===== src/rtl/rns_pkg.sv =====
// rtl/rns_pkg.sv - shared RNS widths, moduli and residue triple type
package rns_pkg;
  localparam int N    = 5;
  localparam int W1   = N;
  localparam int W2   = N + 1;
  localparam int W3   = N;
  localparam int MOD2 = (1 << (N + 1)) - 1;
  localparam int MOD3 = (1 << N) - 1;
  localparam int M_DR = (1 << N) * MOD2 * MOD3;

  typedef struct packed {
    logic [W1-1:0] out1;
    logic [W2-1:0] out2;
    logic [W3-1:0] out3;
  } rns_triple_t;
endpackage


===== src/rtl/mod_eac_add.sv =====
// rtl/mod_eac_add.sv - W-bit end-around-carry adder modulo 2^W-1, canonical output
module mod_eac_add #(
  parameter int W = 5
) (
  input  logic [W-1:0] a,
  input  logic [W-1:0] b,
  output logic [W-1:0] y
);
  logic [W:0]   sum;
  logic [W-1:0] t;

  // Both operands are at most 2^W-1, so re-adding the carry cannot carry again.
  always_comb begin
    sum = {1'b0, a} + {1'b0, b};
    t   = sum[W-1:0] + {{(W-1){1'b0}}, sum[W]};
    y   = (&t) ? '0 : t;
  end
endmodule


===== src/rtl/rns_fwd_conv.sv =====
// rtl/rns_fwd_conv.sv - 2-stage binary to RNS {2^N, 2^(N+1)-1, 2^N-1} forward converter
module rns_fwd_conv #(
  parameter int N  = rns_pkg::N,
  parameter int XW = 3 * N + 1
) (
  input  logic          clk,
  input  logic          rst_n,
  input  logic          in_valid,
  output logic          in_ready,
  input  logic [XW-1:0] in_x,
  input  logic          in_last,
  output logic          out_valid,
  input  logic          out_ready,
  output logic [N-1:0]  out1,
  output logic [N:0]    out2,
  output logic [N-1:0]  out3,
  output logic          out_ovf,
  output logic          out_last
);
  localparam int          XP3 = 4 * N;
  localparam int          XP2 = 3 * (N + 1);
  localparam logic [63:0] M   = (64'd1 << N) * ((64'd1 << (N + 1)) - 64'd1) * ((64'd1 << N) - 64'd1);

  logic en;

  logic [XP3-1:0] x3;
  logic [XP2-1:0] x2;
  logic [N-1:0]   a3, b3, c3, d3, s3a, m3a, c3a, s3n, m3n, c3n;
  logic [N:0]     a2, b2, c2, s2n, m2n, c2n;

  logic [N-1:0] r1_q, r1_d, s3_q, s3_d, cy3_q, cy3_d;
  logic [N:0]   s2_q, s2_d, cy2_q, cy2_d;
  logic         ovf1_q, ovf1_d, v1_q, v1_d, last1_q, last1_d;

  logic [N-1:0] out1_q, out1_d, out3_q, out3_d, sum3;
  logic [N:0]   out2_q, out2_d, sum2;
  logic         ovf_q, ovf_d, last_q, last_d, out_valid_q, out_valid_d;

  assign en       = !out_valid_q || out_ready;
  assign in_ready = en;

  // Carry vectors rotate left by one: weight 2^W folds back to 1 modulo 2^W-1.
  always_comb begin
    x3  = XP3'(in_x);
    x2  = XP2'(in_x);
    a3  = x3[N-1:0];
    b3  = x3[2*N-1:N];
    c3  = x3[3*N-1:2*N];
    d3  = x3[4*N-1:3*N];
    s3a = a3 ^ b3 ^ c3;
    m3a = (a3 & b3) | (a3 & c3) | (b3 & c3);
    c3a = {m3a[N-2:0], m3a[N-1]};
    s3n = s3a ^ c3a ^ d3;
    m3n = (s3a & c3a) | (s3a & d3) | (c3a & d3);
    c3n = {m3n[N-2:0], m3n[N-1]};
    a2  = x2[N:0];
    b2  = x2[2*N+1:N+1];
    c2  = x2[3*N+2:2*N+2];
    s2n = a2 ^ b2 ^ c2;
    m2n = (a2 & b2) | (a2 & c2) | (b2 & c2);
    c2n = {m2n[N-1:0], m2n[N]};
  end

  mod_eac_add #(.W(N))     u_add3 (.a(s3_q), .b(cy3_q), .y(sum3));
  mod_eac_add #(.W(N + 1)) u_add2 (.a(s2_q), .b(cy2_q), .y(sum2));

  always_comb begin
    r1_d        = r1_q;
    s3_d        = s3_q;
    cy3_d       = cy3_q;
    s2_d        = s2_q;
    cy2_d       = cy2_q;
    ovf1_d      = ovf1_q;
    v1_d        = v1_q;
    last1_d     = last1_q;
    out1_d      = out1_q;
    out2_d      = out2_q;
    out3_d      = out3_q;
    ovf_d       = ovf_q;
    last_d      = last_q;
    out_valid_d = out_valid_q;
    if (en) begin
      r1_d        = in_x[N-1:0];
      s3_d        = s3n;
      cy3_d       = c3n;
      s2_d        = s2n;
      cy2_d       = c2n;
      ovf1_d      = (64'(in_x) >= M);
      v1_d        = in_valid;
      last1_d     = in_last;
      out1_d      = r1_q;
      out2_d      = sum2;
      out3_d      = sum3;
      ovf_d       = ovf1_q;
      last_d      = last1_q;
      out_valid_d = v1_q;
    end
  end

  always_ff @(posedge clk or negedge rst_n) begin
    if (!rst_n) begin
      r1_q        <= '0;
      s3_q        <= '0;
      cy3_q       <= '0;
      s2_q        <= '0;
      cy2_q       <= '0;
      ovf1_q      <= 1'b0;
      v1_q        <= 1'b0;
      last1_q     <= 1'b0;
      out1_q      <= '0;
      out2_q      <= '0;
      out3_q      <= '0;
      ovf_q       <= 1'b0;
      last_q      <= 1'b0;
      out_valid_q <= 1'b0;
    end else begin
      r1_q        <= r1_d;
      s3_q        <= s3_d;
      cy3_q       <= cy3_d;
      s2_q        <= s2_d;
      cy2_q       <= cy2_d;
      ovf1_q      <= ovf1_d;
      v1_q        <= v1_d;
      last1_q     <= last1_d;
      out1_q      <= out1_d;
      out2_q      <= out2_d;
      out3_q      <= out3_d;
      ovf_q       <= ovf_d;
      last_q      <= last_d;
      out_valid_q <= out_valid_d;
    end
  end

  assign out_valid = out_valid_q;
  assign out1      = out1_q;
  assign out2      = out2_q;
  assign out3      = out3_q;
  assign out_ovf   = ovf_q;
  assign out_last  = last_q;
endmodule


===== config.mk =====
export PLATFORM = sky130hd
export DESIGN_NAME = rns_fwd_conv
export DESIGN_NICKNAME = d
export VERILOG_FILES = /design/src/rtl/rns_pkg.sv /design/src/rtl/mod_eac_add.sv /design/src/rtl/rns_fwd_conv.sv
export SDC_FILE = /design/constraint.sdc
export NUM_CORES = 1
export LEC_CHECK = 0
export CORE_UTILIZATION = 50
export CTS_CLUSTER_SIZE = 14
export DETAILED_ROUTE_END_ITERATION = 8
export PLACE_DENSITY = 0.74
export SKIP_LAST_GASP = 1
export SLEW_MARGIN = 10
export SYNTH_ARGS = -nofsm -noshare
export SYNTH_HDL_FRONTEND = slang
export SYNTH_SLANG_ARGS = --single-unit

===== constraint.sdc =====
create_clock -name clk -period 4.72 [get_ports clk]
set_input_delay 0.472 -clock clk [delete_from_list [all_inputs] [get_ports clk]]
set_output_delay 0.472 -clock clk [all_outputs]
set_load 0.005 [all_outputs]

# Yosys cells after proc, flatten, opt, wreduce, memory -nomap -nowiden
# Index checks and enable logic that the tools add are counted.
# Widths: inputs -> output; s select.
op_classes:
  bitwise: 21
  add_sub_neg: 4
  magnitude_cmp: 1
  reduce_logical: 4
  n_mux: 2
ops:
  columns: ["op", "n"]
  rows:
  - ["$and 5x5->5", 4]
  - ["$or 5x5->5", 4]
  - ["$ge 16x16->1 const B", 1]
  - ["$xor 5x5->5", 3]
  - ["$and 6x4->6", 2]
  - ["$or 6x6->6", 2]
  - ["$and 5x1->5", 2]
  - ["$add 6x6->7", 1]
  - ["$add 5x5->6", 1]
  - ["$add 6x1->6", 1]
  - ["$and 6x6->6", 1]
  - ["$mux 6", 1]
  - ["$reduce_and 6->1", 1]
  - ["$xor 6x4->6", 1]
  - ["$xor 6x6->6", 1]
  - ["$add 5x1->5", 1]
  - ["$mux 5", 1]
  - ["$reduce_and 5->1", 1]
  - ["$xor 5x1->5", 1]
  - ["$logic_not 1->1", 1]
  - ["$logic_or 1x1->1", 1]
word_totals:
  input_bits: 21
  reg_bits: 49
  out_inout_bits: 20
  word_cells: 46

# Longest topological paths before layout
# Gate-level depths: netlist of the first run.
depth:
  depth_word: 6
  depth_mapped: 14
  ltp_nobuf: 14

# By module
# From an unflattened synthesis of the first run, not the netlist that was laid out.
unflattened:
  hier_cells: 236
  area_unflattened_um2: 2969.1
modules_own_cells:
  columns: ["mod", "area_each_um2", "cells_per_inst", "instances", "seq_area_each_um2"]
  rows:
  - ["rns_fwd_conv", 2148.3, 137, 1, 1226.2]
  - ["mod_eac_add (u_add2)", 417.9, 49, 1, 0.0]
  - ["mod_eac_add (u_add3)", 402.9, 50, 1, 0.0]

# Worst setup path before layout of the first run
# No wires, ideal clock.
synth_path:
  kind: "reg-to-reg"
  startpoint: "register s2_q[0]"
  endpoint: "register out2_q[4], in the netlist out2[4]"
  n_path_buf: 0
  synth_period_minus_slack_ns: 2.996
  required_time_ns: 4.630
  setup_time_ns: 0.090
  setup_slack_ns: 1.724
  t_arrival_ns: 2.906
  path_stages_with_launch: 15
  path_cell_list: "dfrtp_1 > ha_1 > fa_1 > a21o_2 > a21oi_1 > nor2b_1 > o21ai_0 > nand2b_1 > ha_1 > ha_1 > xnor2_1 > and3_1 > and3_4 > and2_4 > o31ai_4"
synth_via:
  elab_chain_len: 4
synth_rtl:
  columns: ["item", "line_no", "source"]
  rows:
  - ["from (decl)", "rns_fwd_conv.sv:32", "logic [N:0] s2_q, s2_d, cy2_q, cy2_d;"]
  - ["from (signal assigned)", "rns_fwd_conv.sv:105", "s2_q <= '0;"]
  - ["from (signal assigned)", "rns_fwd_conv.sv:120", "s2_q <= s2_d;"]
  - ["$add 6x6->7 *", "mod_eac_add.sv:14", "sum = {1'b0, a} + {1'b0, b};"]
  - ["$add 6x1->6 *", "mod_eac_add.sv:15", "t = sum[W-1:0] + {{(W-1){1'b0}}, sum[W]};"]
  - ["$reduce_and 6->1", "mod_eac_add.sv:16", "y = (&t) ? '0 : t;"]
  - ["$mux 6 *", "mod_eac_add.sv:16", null]
  - ["to (signal assigned)", "rns_fwd_conv.sv:126", "out2_q <= out2_d;"]
  - ["to (decl)", "rns_fwd_conv.sv:36", "logic [N:0] out2_q, out2_d, sum2;"]
# Mark *: on every way between the ends. The rest lies on a longest branch, timed or not.
# A chain may end at the register's enable or synchronous reset.

# Worst setup path in the final report of the first run
# Ends and elaborated chain as after synthesis.

==> results by group, run 1 <==
Clock network
  – Worst-Skew Late Latency: 310 ps
  – Clock sink count: 49
  – CTS H-tree depth: 2
  – Root Buffer: clkbuf_8
  – Setup bufs post-CTS: 0
  – CTS tree: yes
  – CTS resizes: 0
  – Clk slew on worst S/H paths: 100 ps
  – Clock Path Buffers: 2
  – TritonCTS Buffers: 5
  – Cts hold-fix bufs: 0

Synth
  – Synth Area in Adders: 18.0%
  – Syn Inst Count: 284
  – Net Count, Synth: 338
  – Post-synthesis mux area share: 0%
  – Synth Area in XOR/XNOR: 4.24%
  – Largest family of logic cells by synthesized area: simple AND/OR/NAND/NOR gates
  – Post-synthesis sequential area ratio: 43.8%
  – Synth unique cells: 42
  – Post-synthesis cell area: 2800 um^2
  – Post-synthesis compound-gate area fraction: 9.29%
  – Post-Synth Simple-Gate Area: 22.6%
  – Flops & latches, synth: 49
  – Syn Area/Cell: 9.86 um^2
  – Syn. warnings: 0

Setup path
  – Startpoint Class: register
  – Crit-path max FO: 5
  – Reg-to-Reg Start: s2_q[0]$_DFFE_PN0P_
  – WS Path Type: reg2reg
  – CP required: 4960 ps
  – CP Capture Type: register
  – Critical Path AT: 3440 ps
  – Critical path origin: s2_q[0]$_DFFE_PN0P_

Power and ir drop
  – Internal power: 1010 uW
  – Pwr dens: 457 nW/um^2
  – Total net switching power: 524 uW
  – Flop pwr share: 37.8%
  – Sw frac: 34.2%
  – Max VDD drop: 0.000228 V
  – Combinational share of power: 42.3%
  – Clk pwr share: 19.9%
  – Leak: 0.00161 uW

Drt
  – Iter 0 DRT Violations: 65
  – Routed WL: 5220 um
  – Met2 routed WL: 2410 um
  – M1 WL: 2500 um
  – Pre-antenna DRT Iters: 4
  – Antenna Nets Post-Route: 0
  – Top routing layer used: met4
  – Via density: 5.14
  – Via count: 2027
  – DR DRC count: 0
  – WL met3: 232 um
  – WL/cell: 13.3 um

Global routing
  – Largest net degree at the start of global routing: 55
  – First-pass GRT wire length: 9560 um
  – Antenna violations before repair: 0
  – Vias in the first global route: 2166
  – GRT Residual Overflow: 0
  – Total track usage: 20.4%

Floorplan
  – IO Count: 41
  – Die H: 76.9 um
  – Starting density of the core: 53.5%
  – Die ar.: 5910 um^2
  – Site Rows: 26
  – Die W: 76.9 um
  – Core Box Area: 5240 um^2

Timing
  – Final-report setup violation count: 0
  – Max-slew violations: 0
  – Final period util: 67.8%
  – Slew margin rel.: 29.1%
  – Minimum clock period after layout: 3200 ps
  – RSZ-0062 raised after global routing: no
  – Sum Neg Setup Slack: 0 ps
  – Slew @ Worst Pin: 1060 ps
  – Clk_skew: 11.8 ps
  – Fmax: 0.312 GHz
  – Final Hold Vio Count: 0

Flow run
  – Total of max-cap violations: 0

Min path
  – Hold Path Class: in2async

Place
  – GPL Wtd Cong: 0.934
  – Dpl hpwl: 3900 um
  – I/O Buffers: 40

Outcome
  – Outcome: complete, no violations

Finish
  – Most frequent cells in the layout: nand2_1 (126), dfrtp_1 (49), clkdlybuf4s50_1 (39), ha_1 (21), fa_1 (12)
  – Most common cell after layout, fill and taps aside: nand2_1
  – Antenna diode count: 0
  – Nets: 377
  – Share of cells above drive strength 1: 8.33%
  – P&R area growth vs syn: 19.8%
  – Final Util: 64.1%
## path summary, 6_finish.rpt
check,end,slack (ps),cells past startpoint
setup / recovery,out2[4]$_DFFE_PN0P_,1520,14
hold / removal,cy2_q[5]$_DFFE_PN0P_,340,1
setup reg to reg,out2[4]$_DFFE_PN0P_,1520,14
hold reg to reg,out_last$_DFFE_PN0P_,470,2
max in group asynchronous,cy3_q[2]$_DFFE_PN0P_,3720,1
min in group clk,out_last$_DFFE_PN0P_,470,2
## power groups by stage
stage          clock network (uW)  logic (uW)  registers, uW
4_1_cts                       311         657            582
6_report                      305         648            579
3_3_place_gp                    0         634            584
3_5_place_dp                    0         651            590
2_1_floorplan                   0         416            587
5_1_grt                       330         728            595
## metal layers
layer / vias to the layer above / GRT usage, %
li1: 1012 / -
met1: 956 / 26.4
met2: 49 / 33.8
met3: 10 / 4.40
met4: 0 / 7.50
met5: - / 0
## final cells by class
| class | count | area, um^2 |
|---|---|---|
| Clock buffer | 5 | 68.8 |
| Clock inverter | 3 | 46.3 |
| Fill cell | 443 | 1880 |
| Inverter | 1 | 3.75 |
| Multi-Input combinational cell | 224 | 1510 |
| Sequential cell | 49 | 1230 |
| Tap cell | 70 | 87.6 |
| Timing Repair Buffer | 42 | 410 |
## metrics by stage
| stage | setup slack [ps] | std cells | hold WS [ps] | instance area [um^2] | total power, uW |
|---|---|---|---|---|---|
| 6_report | 1520 | 394 | 337 | 3360 | 1530 |
| 5_1_grt | 1290 | 394 | 429 | 3360 | 1650 |
| 4_1_cts | 1510 | 394 | 387 | 3360 | 1550 |
| 3_5_place_dp | 1530 | 386 | 455 | 3240 | 1240 |
| 3_3_place_gp | 1620 | 386 | 440 | 3240 | 1220 |
| 2_1_floorplan | 1720 | 284 | 176 | 2800 | 1000 |
## cell usage after synthesis, drive strengths merged
cell type / n / share of area, %
ha: 21 / 9.4
nand3: 3 / 0.54
clkinv: 1 / 0.13
nor2: 3 / 0.49
xor2: 3 / 0.94
a2111o: 1 / 0.40
and3: 2 / 0.63
nor4b: 1 / 0.31
nor3: 1 / 0.18
dfrtp: 49 / 44
nor4: 2 / 0.98
and2b: 1 / 0.31
or4b: 1 / 0.36
nand2b: 3 / 0.67
xnor2: 8 / 2.5
a22o: 2 / 0.63
or2: 1 / 0.22
nand4: 1 / 0.22
and2: 1 / 0.31
o21bai: 1 / 0.27
nand2: 126 / 17
o31ai: 6 / 2.1
a211o: 1 / 0.36
clkbuf: 10 / 2.1
nor2b: 2 / 0.45
a211oi: 1 / 0.45
o22ai: 1 / 0.22
o21ai: 8 / 2.0
xnor3: 1 / 0.80
a21o: 3 / 0.85
fa: 12 / 8.6
o211ai: 1 / 0.45
a21oi: 6 / 1.6
## state kept, by name, summed over array words and instances, names as in the netlist
register   flops
v1_q           1
cy2_q          6
out_ovf        1
ovf1_q         1
out3           5
r1_q           5
s3_q           5
out1           5
last1_q        1
s2_q           6
cy3_q          5
out2           6
out_last       1
out_valid      1
## critical path, stage by stage (launching register included)
cell,delay (ps)
dfrtp_1,390
ha_1,250
fa_1,420
a21o_2,220
a21oi_1,220
nor2b_1,70
o21ai_0,140
nand2b_1,80
ha_1,230
ha_1,210
xnor2_1,150
and3_1,210
and3_4,180
and2_4,160
o31ai_4,200
## logic make-up after synthesis
logic type      Yosys count
buf+inv                  11
compound gates           31
xor+xnor                 12
fa+ha+maj                33
flops                    49
simple gates            148
Power figures use the tool's default switching activity.
==> run 2, diff against run 1 <==
==> constraint.sdc (replaced) <==
create_clock -name clk -period 3.1 [get_ports clk]
set_input_delay 0.31 -clock clk [delete_from_list [all_inputs] [get_ports clk]]
set_output_delay 0.31 -clock clk [all_outputs]
set_load 0.005 [all_outputs]
==> run 2 against run 1 <==
Compared with the run above: flip-flop and latch count unchanged; clock skew decreased by 4.7 ps; count of clock-buffer cells in the layout is 1 higher; final cell count increased by 0.51%; power rose by 50%; die area unchanged; critical endpoint unchanged; largest power group unchanged; highest routed layer unchanged.
==> results by group, run 2 (synthesis gave the netlist of run 1 again) <==
Outcome
  – Outcome: complete, no violations

Timing
  – Final period util: 93.9% (+26 points)
  – Worst hold margin: 193 ps (-144 ps)
  – Fmax: 0.344 GHz (+10%)
  – Max-slew violations: 0 (unchanged)
  – Slew margin rel.: 28.8% (-0.31 points)
  – Minimum clock period after layout: 2910 ps (-292 ps)
  – Final Hold Vio Count: 0 (unchanged)
  – Final-report setup violation count: 0 (unchanged)
  – Slew @ Worst Pin: 1070 ps (+4.71 ps)
  – Clk_skew: 7.14 ps (-4.68 ps)

Global routing
  – GRT Residual Overflow: 0 (unchanged)
  – First-pass GRT wire length: 9380 um (-1.8%)
  – Antenna violations before repair: 0 (unchanged)
  – Total track usage: 20.2% (-0.22 points)
  – Vias in the first global route: 2026 (-6.5%)
  – Largest net degree at the start of global routing: 55 (unchanged)

Drt
  – WL/cell: 13.3 um (+0.31%)
  – Via count: 2043 (+0.79%)
  – Antenna Nets Post-Route: 0 (unchanged)
  – Routed WL: 5260 um (+0.82%)
  – Via density: 5.16 (+0.28%)
  – DR DRC count: 0 (unchanged)
  – Iter 0 DRT Violations: 100 (+54%)
  – Pre-antenna DRT Iters: 4 (unchanged)

Setup path
  – Cell family with most CP delay: adder cells
  – Crit-path max FO: 5 (unchanged)
  – Critical Path AT: 3140 ps (-300 ps)
  – CP Capture Type: register
  – Startpoint Class: register
  – Worst Path Buf+Inv: 0 (unchanged)
  – CP required: 3330 ps (-1630 ps)
  – WS Path Type: reg2reg
  – FF-to-FF path depth: 14 (unchanged)
  – Crit-path most repeated cell: ha_2
  – Critical Path Slowest Stage Cell: dfrtp_1
  – CP cell instances: ha_4, fa_2, a21o_2, a21oi_2, nor2b_1, o21ai_1, nand2b_1, ha_2, ha_2, xnor2_1, and3_1, and3_4, and2_4, o31ai_4
  – Crit path largest cell delay: 420 ps (about the same)
  – WP depth: 14 (unchanged)

Clock network
  – TritonCTS Buffers: 5 (unchanged)
  – CTS tree: yes
  – CTS H-tree depth: 2 (unchanged)
  – Cts hold-fix bufs: 0 (unchanged)
  – Worst-Skew Late Latency: 310 ps (about the same)
  – Clock Path Buffers: 2 (unchanged)
  – Clk slew on worst S/H paths: 90 ps (about the same)
  – Root Buffer: clkbuf_8
  – Clock sink count: 49 (unchanged)

Finish
  – Antenna diode count: 0 (unchanged)
  – Final Util: 64.5% (+0.38 points)
  – Nets: 379 (+0.53%)
  – P&R area growth vs syn: 20.5%
  – Share of cells above drive strength 1: 10.4% (+2.1 points)
  – Most common cell after layout, fill and taps aside: nand2_1
  – Fillers: 440 (-0.68%)
  – Most frequent cells in the layout: nand2_1 (126), dfrtp_1 (49), clkdlybuf4s50_1 (39), ha_1 (18), fa_1 (11)

Power and ir drop
  – Total Power: 2300 uW (+50%)
  – Pwr dens: 681 nW/um^2 (+49%)
  – Leak: 0.00161 uW (about the same)
  – Max VDD drop: 0.000345 V (+51%)

Floorplan
  – Die W: 76.9 um (unchanged)
  – Starting density of the core: 53.5% (unchanged)
  – Die ar.: 5910 um^2 (unchanged)
  – Site Rows: 26 (unchanged)
  – Core Box Area: 5240 um^2 (unchanged)
  – IO Count: 41 (unchanged)
  – Die H: 76.9 um (unchanged)

Min path
  – Hold Path Class: in2async

Place
  – Dpl hpwl: 3930 um (+0.73%)
  – GPL Wtd Cong: 0.939 (+0.48%)
  – I/O Buffers: 40 (unchanged)

Flow run
  – Total of max-cap violations: 0 (unchanged)
## run 2: timing repair
item | 4_1_cts | 5_1_grt
buffers inserted | 0 | 1
endpoints found under the setup margin | 5 | 6
resized for setup | 2 | 5
pin swaps | 0 | 2
gates cloned | 0 | 0
## run 2: stage by stage
step	area [um^2]	setup WS, ps	std cells	setup TNS [ps]
finish	3380	190	396	0
global route	3380	-0.361	396	-0.361
CTS	3350	38.0	395	0
detailed placement	3250	-59.5	387	-163
global placement	3250	49.1	387	0
floorplan	2800	104	284	0
## run 2: path summary, 6_finish.rpt
path,startpoint,end,slack (ps)
min in group clk,last1_q$_DFFE_PN0P_,last1_q$_DFFE_PN0P_,470
setup reg to reg,s2_q[0]$_DFFE_PN0P_,out2[4]$_DFFE_PN0P_,190
hold reg to reg,last1_q$_DFFE_PN0P_,last1_q$_DFFE_PN0P_,470
setup / recovery,s2_q[0]$_DFFE_PN0P_,out2[4]$_DFFE_PN0P_,190
max in group asynchronous,rst_n,out3[0]$_DFFE_PN0P_,2250
hold / removal,rst_n,s2_q[5]$_DFFE_PN0P_,190
## run 2: power by group
part	leakage, uW	total (uW)	switching [uW]	internal, uW
clock network	0.0000512	401	220	181
logic	0.000965	1010	496	517
registers	0.000598	886	90.7	795
total	0.00161	2300	807	1490
## run 2: metal layers
metal	up-vias	global-route usage, %	wire length (um)
li1	1020	-	-
met1	958	28.9	2570
met2	60	31.3	2380
met3	5	4.29	268
met4	0	5.19	48
met5	-	0	0
## run 2: final cells by class
cell class / instances / area, um^2 / area share, %
sequential: 49 / 1230 / 36.3
timing repair buffer: 44 / 425 / 12.6
clock buffer: 6 / 82.6 / 2.45
clock inverter: 2 / 13.8 / 0.408
inverter: 1 / 3.75 / 0.111
multi-input combinational: 224 / 1540 / 45.5
tap: 70 / 87.6 / 2.59
## run 2: worst reg2reg max path, stage by stage (launching register included)
cell and delay (ps):
dfrtp_1 420, ha_4 190, fa_2 360, a21o_2 220, a21oi_2 140, nor2b_1 60
o21ai_1 110, nand2b_1 70, ha_2 200, ha_2 180, xnor2_1 140, and3_1 210
and3_4 170, and2_4 160, o31ai_4 210
